--- src/rtl/mem_arbiter.sv ---
`default_nettype none
// ============================================================================
// Module      : mem_arbiter
// Description : Single-port RAM arbiter between the instruction and data paths.
//               Data wins by default; a streak counter guards instruction fetch.
// Revision    : 1.0 - initial release
// ============================================================================
module mem_arbiter #(
    parameter int STARVE_LIMIT = 4
) (
    input  logic        CLK,
    input  logic        nRST,
    input  logic        iREN,
    input  logic [31:0] iaddr,
    output logic        iwait,
    output logic [31:0] iload,
    input  logic        dREN,
    input  logic        dWEN,
    input  logic [31:0] daddr,
    input  logic [31:0] dstore,
    output logic        dwait,
    output logic [31:0] dload,
    output logic        ramREN,
    output logic        ramWEN,
    output logic [31:0] ramaddr,
    output logic [31:0] ramstore,
    input  logic [31:0] ramload,
    input  logic [1:0]  ramstate,
    output logic        ram_error
);

    // ramstate encoding: FREE=0, BUSY=1, ACCESS=2, ERROR=3
    localparam logic [1:0] c_ACCESS       = 2'd2;
    localparam logic [1:0] c_ERROR        = 2'd3;
    localparam logic [3:0] c_STARVE_LIMIT = 4'(STARVE_LIMIT);

    typedef enum logic [1:0] {
        IDLE  = 2'd0,
        IGNT  = 2'd1,
        DGNT  = 2'd2,
        RECOV = 2'd3
    } state_t;

    state_t      r_state;
    state_t      w_next;
    logic [3:0]  r_streak;
    logic [3:0]  w_streak_next;
    logic [31:0] r_addr;
    logic [31:0] r_store;
    logic        r_wr;
    logic        r_ram_error;

    logic        w_ireq;
    logic        w_dreq;
    logic        w_latch_i;
    logic        w_latch_d;
    logic        w_set_err;

    assign w_ireq    = iREN;
    assign w_dreq    = dREN | dWEN;
    assign ramaddr   = r_addr;
    assign ramstore  = r_store;
    assign ram_error = r_ram_error;

    always_ff @(posedge CLK) begin
        if (!nRST) begin
            r_state     <= IDLE;
            r_streak    <= 4'd0;
            r_addr      <= 32'd0;
            r_store     <= 32'd0;
            r_wr        <= 1'b0;
            r_ram_error <= 1'b0;
        end else begin
            r_state  <= w_next;
            r_streak <= w_streak_next;
            if (w_latch_d) begin
                r_addr  <= daddr;
                r_store <= dstore;
                r_wr    <= dWEN;
            end else if (w_latch_i) begin
                r_addr <= iaddr;
                r_wr   <= 1'b0;
            end
            if (w_set_err) begin
                r_ram_error <= 1'b1;
            end
        end
    end

    always_comb begin
        w_next        = r_state;
        w_streak_next = r_streak;
        w_latch_i     = 1'b0;
        w_latch_d     = 1'b0;
        w_set_err     = 1'b0;
        iwait         = 1'b1;
        dwait         = 1'b1;
        iload         = 32'd0;
        dload         = 32'd0;
        ramREN        = 1'b0;
        ramWEN        = 1'b0;

        case (r_state)
            IDLE: begin
                if (w_dreq && (!w_ireq || r_streak != c_STARVE_LIMIT)) begin
                    w_next    = DGNT;
                    w_latch_d = 1'b1;
                end else if (w_ireq) begin
                    w_next    = IGNT;
                    w_latch_i = 1'b1;
                end
            end

            IGNT: begin
                ramREN = 1'b1;
                if (ramstate == c_ACCESS) begin
                    iwait         = 1'b0;
                    iload         = ramload;
                    w_streak_next = 4'd0;
                    w_next        = RECOV;
                end else begin
                    // FREE and BUSY both mean keep waiting
                    if (ramstate == c_ERROR) begin
                        w_set_err = 1'b1;
                        w_next    = RECOV;
                    end
                    if (!w_ireq) begin
                        ramREN = 1'b0;
                        w_next = RECOV;
                    end
                end
            end

            DGNT: begin
                ramREN = ~r_wr;
                ramWEN = r_wr;
                if (ramstate == c_ACCESS) begin
                    dwait  = 1'b0;
                    dload  = ramload;
                    w_next = RECOV;
                    if (iREN && r_streak < c_STARVE_LIMIT) begin
                        w_streak_next = r_streak + 4'd1;
                    end
                end else begin
                    if (ramstate == c_ERROR) begin
                        w_set_err = 1'b1;
                        w_next    = RECOV;
                    end
                    if (!w_dreq) begin
                        ramREN = 1'b0;
                        ramWEN = 1'b0;
                        w_next = RECOV;
                    end
                end
            end

            // Caches drop their request one cycle after wait=0; skip that cycle
            RECOV: begin
                w_next = IDLE;
            end

            default: begin
                w_next = IDLE;
            end
        endcase
    end

endmodule
`default_nettype wire
--- config.mk ---
export PLATFORM = sky130hd
export DESIGN_NAME = mem_arbiter
export DESIGN_NICKNAME = d
export VERILOG_FILES = /design/src/rtl/mem_arbiter.sv
export SDC_FILE = /design/constraint.sdc
export NUM_CORES = 1
export LEC_CHECK = 0
export BUFFER_PORTS_ARGS = -buffer_cell sky130_fd_sc_hd__buf_2
export CORE_AREA = 2 2 103 105
export DETAILED_ROUTE_END_ITERATION = 12
export DIE_AREA = 0 0 105 107
export GPL_TIMING_DRIVEN = 0
export PLACE_DENSITY_LB_ADDON = 0.15
export SYNTH_ARGS = -nofsm -noshare
export SYNTH_HDL_FRONTEND = slang
export SYNTH_SLANG_ARGS = --single-unit
--- constraint.sdc ---
create_clock -name CLK -period 4.1 [get_ports CLK]
set_clock_uncertainty 0.1 [all_clocks]
set_input_delay 1.025 -clock CLK [delete_from_list [all_inputs] [get_ports CLK]]
set_output_delay 1.025 -clock CLK [all_outputs]
set_load 0.02 [all_outputs]
==> results of run 1 <==
-- tightest hold or removal path, stage by stage (launching register included) --
cell	delay, ns
dfxtp_1	0.32
nand2_1	0.05
mux2i_1	0.05
-- cell usage in the layout (no fill, tap or decap), types with 2 or more instances in the layout --
| cell type | synthesis | layout |
|---|---|---|
| a211oi_1 | 4 | 4 |
| a211oi_2 | 30 | 30 |
| a31o_2 | 2 | 2 |
| and2_1 | 64 | 64 |
| and3_1 | 3 | 3 |
| and3b_1 | 2 | 2 |
| buf_2 | 3 | 270 |
| buf_6 | 7 | 7 |
| bufinv_16 | 0 | 2 |
| clkbuf_1 | 33 | 33 |
| clkbuf_8 | 0 | 9 |
| clkinv_2 | 0 | 2 |
| clkinv_4 | 0 | 3 |
| dfxtp_1 | 72 | 72 |
| diode_2 | 0 | 2 |
| ha_1 | 6 | 6 |
| inv_1 | 8 | 8 |
| mux2i_1 | 34 | 34 |
| nand2_1 | 66 | 66 |
| nand3_1 | 3 | 3 |
| nor2_1 | 25 | 25 |
| nor3_1 | 2 | 2 |
| nor3b_1 | 10 | 10 |
| nor4_1 | 32 | 32 |
| o21ai_0 | 33 | 33 |
| or3b_2 | 2 | 2 |
-- metrics by stage --
stage / cells / total power, mW / utilization [%]
5_1_grt: 878 / 2.88 / 56.1
4_1_cts: 876 / 2.74 / 56.0
3_3_place_gp: 860 / 2.08 / 53.9
2_1_floorplan: 457 / 1.72 / -
3_5_place_dp: 860 / 2.10 / 53.9
6_report: 878 / 2.72 / 56.1
-- cell type report --
cell class / instances / share of cell area [%]
antenna: 2 / 0.0884
buffer: 43 / 3.85
clock buffer: 9 / 2.19
clock inverter: 7 / 1.70
inverter: 9 / 0.597
multi-input combinational: 333 / 39.5
sequential: 72 / 25.5
tap: 136 / 3.01
timing repair buffer: 267 / 23.6
-- per-layer routing --
layer / global-route usage [%] / routed length, um / vias up
met5: 0 / 0 / -
met4: 10.6 / 480 / 0
met3: 4.92 / 909 / 33
met2: 41.7 / 6900 / 191
met1: 25.0 / 5150 / 2058
li1: - / - / 2152
-- flip-flops by register name (all words and copies together) (netlist names) --
| name | cells |
|---|---|
| r_state | 2 |
| r_streak | 4 |
| ramstore | 32 |
| ramaddr | 32 |
| r_wr | 1 |
| ram_error | 1 |
-- path summary, 6_finish.rpt --
kind | to | slack, ns | cells after the start
max reg2reg | ramstore[13] | 2.09 | 6
min | ramstore[14] | 0.36 | 2
min reg2reg | ramstore[14] | 0.36 | 2
max | dload[27] | 0.68 | 6
-- cells by family after synthesis --
logic type | share of synthesized area [%]
fa+ha+maj | 1.91
buf+inv | 6.40
mux | 8.66
flops | 36.7
compound gates | 17.0
simple gates | 29.3
-- power breakdown --
part           internal, mW  switching (mW)  total [mW]
Combinational         0.432           0.720        1.15
Sequential            0.856          0.0781       0.934
Clock                 0.344           0.293       0.637
==> key figures, run 1 <==
Global route
  – Vias in the first global route: about 4300
  – First-pass GRT wire length: 20.7 mm
  – Initial antenna violation count: 2
  – Pin count of the biggest net entering global routing: 14
  – Total GRT Usage: a little under a quarter
  – Grt total ovfl: 0

Clock tree
  – H-tree depth: 3
  – Post_cts resized: 0
  – Root buf cell: clkbuf_8
  – CTS buffer count: 9
  – Cts hold-fix bufs: 0
  – Post-CTS setup buffer count: 0
  – CTS tree: built
  – Clock transition at path regs: 0.08 ns
  – CTS sink cnt: 72
  – Clk buf depth: 2
  – Worst-skew pair later-pin latency: 0.35 ns

Floorplanning
  – Initial Utilization: between 30 and 40%
  – Die Area: ~11000 um^2
  – Die width: 105 um
  – Core Area: 10100 um^2
  – Row cnt: 37
  – Die H: roughly 110 um
  – Num ports: around 270

Finish
  – Layout Nets: approximately 880
  – Area growth from synthesis to layout: 44.1%
  – Multi-input logic area: 2240 um^2
  – Layout cells sized above 1: 44.6%
  – # fillers: a little under 1000
  – Register area: approximately 1400 um^2
  – Final instance area: around 5700 um^2

Logic synthesis
  – Top cells by count, synth: dfxtp_1 (72), nand2_1 (66), and2_1 (64), mux2i_1 (34)
  – Library cells used by synthesis: 37
  – Mean Syn Cell Area: between 8 and 9 um^2
  – Register area share after synthesis: 36.7%
  – Largest cells by area after synthesis: dfxtp_1 (37%), and2_1 (10%), a211oi_2 (9.6%)
  – FFs w/ async S/R, synth: 0%
  – Post-synth EDFFs: 0
  – Syn nets: 598
  – Most common cell in the synthesized netlist: dfxtp_1
  – Number of synthesized register bits: 72
  – Yosys top cell area share: 36.7%
  – Most used flip-flop cell after synthesis: dfxtp_1
  – YS warnings: 0
  – Post-synthesis instance area: about 3900 um^2
  – Cell type with the largest total area after synthesis: dfxtp_1
  – Syn Inst Count: 457

Timing
  – Setup_tns: 0 ns
  – RSZ-0062 raised after global routing: false
  – Fin. Hold Viols: 0
  – FMAX: 292 MHz
  – Max-slew headroom: 54.4%
  – Final max-slew violation count: 0
  – Hold WS: 0.360 ns
  – Final setup violation count: 0
  – Final Cycle Share: between 80% and 90%
  – Tmin final: between 3 and 4 ns
  – Final worst-path setup slack: 0.675 ns
  – Slew @ Worst Pin: around 0.7 ns

Worst setup path
  – Critical Path Fanout Max: 10
  – Reg2reg start: r_state[0]
  – Worst setup path startpoint: ramstate[0]
  – Largest stage delay on the critical path: between 0.3 and 0.4 ns
  – Critical path's top delay family: buffers and inverters
  – Critical Path Sink Type: output port
  – Worst EP arrival: 2.30 ns
  – Kind of critical path: input port to output port
  – Crit path cell chain: buf_2, and3b_1, clkbuf_1, clkbuf_1, and2_1, buf_2
  – Buf/Inv on CP: 4
  – Critical path launch point type: input port
  – CP max stage cell: clkbuf_1
  – Crit path required time: 2.97 ns

Drt
  – Routed vias: roughly 4400
  – Vias per cell: between 5 and 6
  – Initial DRC Count: 198
  – Final ANT Viol Nets: 0
  – Pre-antenna DRT Iters: 5
  – Drt wl/cell: 15.3 um
  – DRT Wirelength: about 13 mm
  – Drc violations: 0

Place
  – Area post-placement: 5440 um^2
  – Global placer's final weighted congestion: between 0.8 and 0.9
  – Final HPWL DP: roughly 11 mm
  – Setup slack at placement: 0.665 ns
  – Buffers on Ports: approximately 270

Min path
  – Worst hold start: ramstore[14]
  – HP Class: flop to flop

Pwr
  – P_leak: 2.87 nW
  – IR Drop Worst-Case VDD: between 0.2 and 0.3 mV
  – Pwr dens: 481 nW/um^2

Flow run
  – Max Cap Violations: 0

Outcome
  – Status: finished clean
Power figures use the tool's default switching activity.
==> run 2: changes to the inputs <==
CORE_AREA = default   (was 2 2 103 105)
CORE_ASPECT_RATIO = 0.75   (was default)
CORE_MARGIN = 2   (was default)
CORE_UTILIZATION = 38   (was default)
DIE_AREA = default   (was 0 0 105 107)
clock period = 3.1 ns   (was 4.1 ns; I/O delays follow)
==> key figures, run 2 (same netlist as run 1, synthesis figures left out) <==
Finish
  – Layout cells sized above 1: 45.5%
  – Most common cell after layout, fill and taps aside: buf_2
  – Area growth from synthesis to layout: 45.8%
  – Final instance area: 5730 um^2
  – Most frequent cells in the layout: buf_2 (270), dfxtp_1 (72), nand2_1 (66)
  – Antenna cells: 0
  – Layout Nets: 874
  – Layout Cells excl Fill: 874
  – Finished Core Util: a little under three fifths

Global route
  – Total GRT Usage: a little under a quarter
  – Pin count of the biggest net entering global routing: 13
  – First-pass GRT wire length: 21.1 mm
  – Vias in the first global route: 4224
  – Grt total ovfl: 0
  – Initial antenna violation count: 0

Clock tree
  – Post-CTS setup buffer count: 0
  – CTS tree: built
  – H-tree depth: 3
  – Clk buf depth: 2
  – CTS sink cnt: 72
  – CTS buffer count: 9
  – Clock transition at path regs: 0.06 ns
  – Root buf cell: clkbuf_16
  – Worst-skew pair later-pin latency: 0.33 ns

Worst setup path
  – Crit path cell chain: inv_1, ha_1, and3b_1, clkbuf_2, and2_1, buf_2
  – CP max stage cell: and3b_1
  – Reg2reg start: r_state[0]
  – Largest stage delay on the critical path: 0.38 ns
  – Crit path required time: 2.22 ns
  – Worst setup path startpoint: r_state[0]
  – Critical Path Fanout Max: 10
  – Critical Path Sink Type: output port
  – Critical path's top delay family: buffers and inverters
  – Critical path launch point type: flop
  – Kind of critical path: flop to output port
  – Worst EP arrival: around 2.1 ns
  – Buf/Inv on CP: 3

Drt
  – Final ANT Viol Nets: 0
  – Routed vias: 4421
  – Drt wl/cell: 15.8 um
  – DRT Wirelength: 13.8 mm
  – Drc violations: 0
  – Initial DRC Count: 178
  – Pre-antenna DRT Iters: 4
  – Vias per cell: between 5 and 6

Floorplanning
  – Die width: 121 um
  – Initial Utilization: 38.6%
  – Num ports: between 200 and 300
  – Die Area: 11200 um^2
  – Die H: ~92 um
  – Row cnt: 32
  – Core Area: 10200 um^2

Timing
  – FMAX: 339 MHz
  – Final Cycle Share: 95.1%
  – Final max-slew violation count: 0
  – Final setup violation count: 0
  – Max-slew headroom: 54.0%
  – Final worst-path setup slack: 0.153 ns
  – RSZ-0062 raised after global routing: false
  – Setup_tns: 0 ns
  – Hold WS: 0.352 ns
  – Slew @ Worst Pin: 0.688 ns
  – Fin. Hold Viols: 0
  – Tmin final: 2.95 ns

Pwr
  – Psw: 1.48 mW
  – Clock group share of total power: a little over a quarter
  – P_leak: 2.91 nW
  – Pwr dens: 661 nW/um^2
  – Tot Pwr: 3.79 mW
  – Reg power frac: 32.7%
  – Switching share of power: 39.0%
  – IR Drop Worst-Case VDD: 0.391 mV
  – Logic pwr share: 40.6%
  – Internal power: 2.31 mW

Flow run
  – Max Cap Violations: 0

Place
  – Global placer's final weighted congestion: 0.853
  – Area post-placement: 5440 um^2
  – Final HPWL DP: 10.7 mm
  – Dpl cells: 860
  – Buffers on Ports: ~270
  – Setup slack at placement: 0.138 ns

Outcome
  – Status: finished clean

Min path
  – Worst hold start: ramstore[29]
  – HP Class: flop to flop
[run 2: changes by cell type in the layout (fill, tap and decap cells not counted), sizes merged]
| cell | change |
|---|---|
| bufinv | -2 |
| clkbuf | +1 |
| clkinv | -4 |
| clkinvlp | +3 |
| diode | -2 |
[run 2: routing by layer]
layer	global-route usage (%)	up-vias	routed length (um)
met5	0	-	0
met1	26.3	2083	5470
met4	6.70	0	204
met2	43.8	185	7080
li1	-	2138	-
met3	7.84	15	1080
[run 2: power groups by stage]
stage	registers [mW]	clock network [mW]	logic (mW)
2_1_floorplan	1.48	0	0.785
3_3_place_gp	1.24	0	1.51
3_5_place_dp	1.25	0	1.54
4_1_cts	1.24	1.03	1.54
5_1_grt	1.26	1.08	1.66
6_report	1.24	1.01	1.54
[run 2: layout make-up]
class | instances | area [um^2]
fill | 971 | 4440
multi-input combinational | 333 | 2240
sequential | 72 | 1440
timing repair buffer | 267 | 1340
clock buffer | 12 | 267
buffer | 41 | 218
tap | 136 | 170
inverter | 9 | 33.8
clock inverter | 4 | 27.5
[run 2: worst min-delay path, stage by stage, from the launching register on]
cell and delay [ns]:
dfxtp_1 0.30, nand2_1 0.05, mux2i_1 0.05
[run 2: repair_timing]
item                       4_1_cts  5_1_grt
hold buffers                     0        0
pin swaps                        0        0
setup endpoints to repair       26       54
gates resized for setup          3        6
[run 2: worst paths after layout]
kind	end	cells past startpoint	slack, ns
hold / removal	ramstore[29]	2	0.35
setup / recovery	dload[9]	6	0.15
hold reg to reg	ramstore[29]	2	0.35
setup reg to reg	ramaddr[25]	6	1.06
==> run 3: changes to the inputs <==
REMOVE_ABC_BUFFERS = 1   (was default)
==> key figures, run 3 (same netlist as run 1, synthesis figures left out) <==
Clock tree
  – Clock transition at path regs: about 0.060 ns
  – CTS tree: built
  – CTS sink cnt: 72
  – Cts hold-fix bufs: 0
  – H-tree depth: 3
  – Clk buf depth: 2
  – Root buf cell: clkbuf_16
  – Worst-skew pair later-pin latency: 0.32 ns
  – CTS buffer count: 9

Drt
  – Vias per cell: slightly below 5
  – Pre-antenna DRT Iters: 5
  – Drt wl/cell: approximately 15 um
  – Routed vias: 4160
  – DRT Wirelength: 12.7 mm
  – Initial DRC Count: 122
  – Drc violations: 0
  – Final ANT Viol Nets: 0

Finish
  – Layout cells sized above 1: between 40% and 50%
  – Area growth from synthesis to layout: 43.6%
  – # fillers: between 900 and 1000
  – Final instance area: 5640 um^2
  – Layout Nets: 837
  – Most frequent cells in the layout: buf_2 (266), dfxtp_1 (72), nand2_1 (66)
  – Most common cell after layout, fill and taps aside: buf_2

Global route
  – Pin count of the biggest net entering global routing: 106
  – Grt total ovfl: 0
  – First-pass GRT wire length: 19.6 mm
  – Total GRT Usage: 22.1%
  – Initial antenna violation count: 3
  – Vias in the first global route: 3930

Timing
  – Final setup violation count: 0
  – Final worst-path setup slack: 0.257 ns
  – RSZ-0062 raised after global routing: false
  – Slew @ Worst Pin: 1.25 ns
  – Max-slew headroom: between 10% and 20%
  – Fin. Hold Viols: 0
  – Setup_tns: 0 ns
  – Final max-slew violation count: 0
  – Tmin final: 2.84 ns
  – Final Cycle Share: roughly 92%
  – FMAX: 352 MHz
  – Hold WS: 0.353 ns

Pwr
  – P_leak: 2.86 nW
  – IR Drop Worst-Case VDD: 0.327 mV
  – Pwr dens: a little under 700 nW/um^2

Place
  – Buffers on Ports: 267
  – Final HPWL DP: 9.05 mm
  – Global placer's final weighted congestion: 0.819
  – Area post-placement: about 5300 um^2
  – Setup slack at placement: 0.0783 ns

Worst setup path
  – Crit path required time: 2.22 ns
  – Kind of critical path: flop to output port
  – Critical Path Sink Type: output port
  – Largest stage delay on the critical path: 0.51 ns
  – Worst EP arrival: 1.97 ns
  – Critical Path Fanout Max: 34
  – Crit path cell chain: inv_1, ha_1, and3b_2, and2_1, buf_2
  – CP max stage cell: and3b_2
  – Critical path launch point type: flop

Floorplanning
  – Die H: 92.1 um
  – Row cnt: 32
  – Die width: 121 um
  – Core Area: 10200 um^2
  – Initial Utilization: 38.6%
  – Num ports: 268
  – Die Area: about 11000 um^2

Flow run
  – Max Cap Violations: 0

Min path
  – HP Class: flop to flop

Outcome
  – Status: finished clean
-- run 3: cell count changes in the layout (fill, tap and decap cells not counted), moves of 4 or more --
| cell | previous run | this run |
|---|---|---|
| buf_2 | 270 | 266 |
| buf_6 | 7 | 0 |
| clkbuf_1 | 25 | 0 |
| clkbuf_2 | 6 | 0 |
-- run 3: final timing paths --
| check | from | to | slack, ns | cells past startpoint |
|---|---|---|---|---|
| worst min-delay path | ramstore[25] | ramstore[25] | 0.35 | 2 |
| worst max-delay path | r_state[0] | dload[30] | 0.26 | 5 |
| worst max register to register | r_state[0] | ramstore[2] | 0.55 | 7 |
| worst min register to register | ramstore[25] | ramstore[25] | 0.35 | 2 |
-- run 3: area by class of cell --
| type | instances | area [um^2] | share of cell area [%] |
|---|---|---|---|
| multi-input cells | 333 | 2250 | 39.8 |
| clock buffers | 9 | 225 | 3.99 |
| inverters | 9 | 33.8 | 0.599 |
| diodes | 3 | 7.51 | 0.133 |
| flip-flops and latches | 72 | 1440 | 25.5 |
| clock inverters | 7 | 77.6 | 1.37 |
| repair buffers | 271 | 1440 | 25.5 |
| well taps | 136 | 170 | 3.02 |
-- run 3: timing repair --
item | in CTS | in global routing
resized for setup | 2 | 0
endpoints found under the setup margin | 33 | 0
buffers inserted | 0 | 0
-- run 3: metrics by stage --
stage | util, % | cells | total power [mW]
detailed placement | 52.4 | 821 | 2.76
global route | 55.5 | 840 | 4.03
CTS | 55.4 | 837 | 3.83
floorplan | - | 414 | 2.20
global placement | 51.3 | 817 | 2.69
finish | 55.5 | 840 | 3.80
-- run 3: routing by layer --
layer | GRT usage (%) | wire length [um]
met5 | 0 | 0
met3 | 6.41 | 997
met1 | 24.8 | 5030
met2 | 39.6 | 6490
met4 | 8.43 | 170
-- run 3: power by group --
part | internal, mW | switching [mW] | leakage [nW] | total, mW
registers | 1.13 | 0.0978 | 0.595 | 1.23
logic | 0.572 | 0.941 | 2.11 | 1.51
clock network | 0.633 | 0.419 | 0.152 | 1.05
total | 2.34 | 1.46 | 2.86 | 3.80
-- run 3: worst max-delay path: cells and delay by family, from the launching register on --
kind                       cells  cell delay, ns
and+or+nand+nor                2            0.71
DFF                            1            0.33
adders and majority gates      1            0.30
buffers and inverters          2            0.28
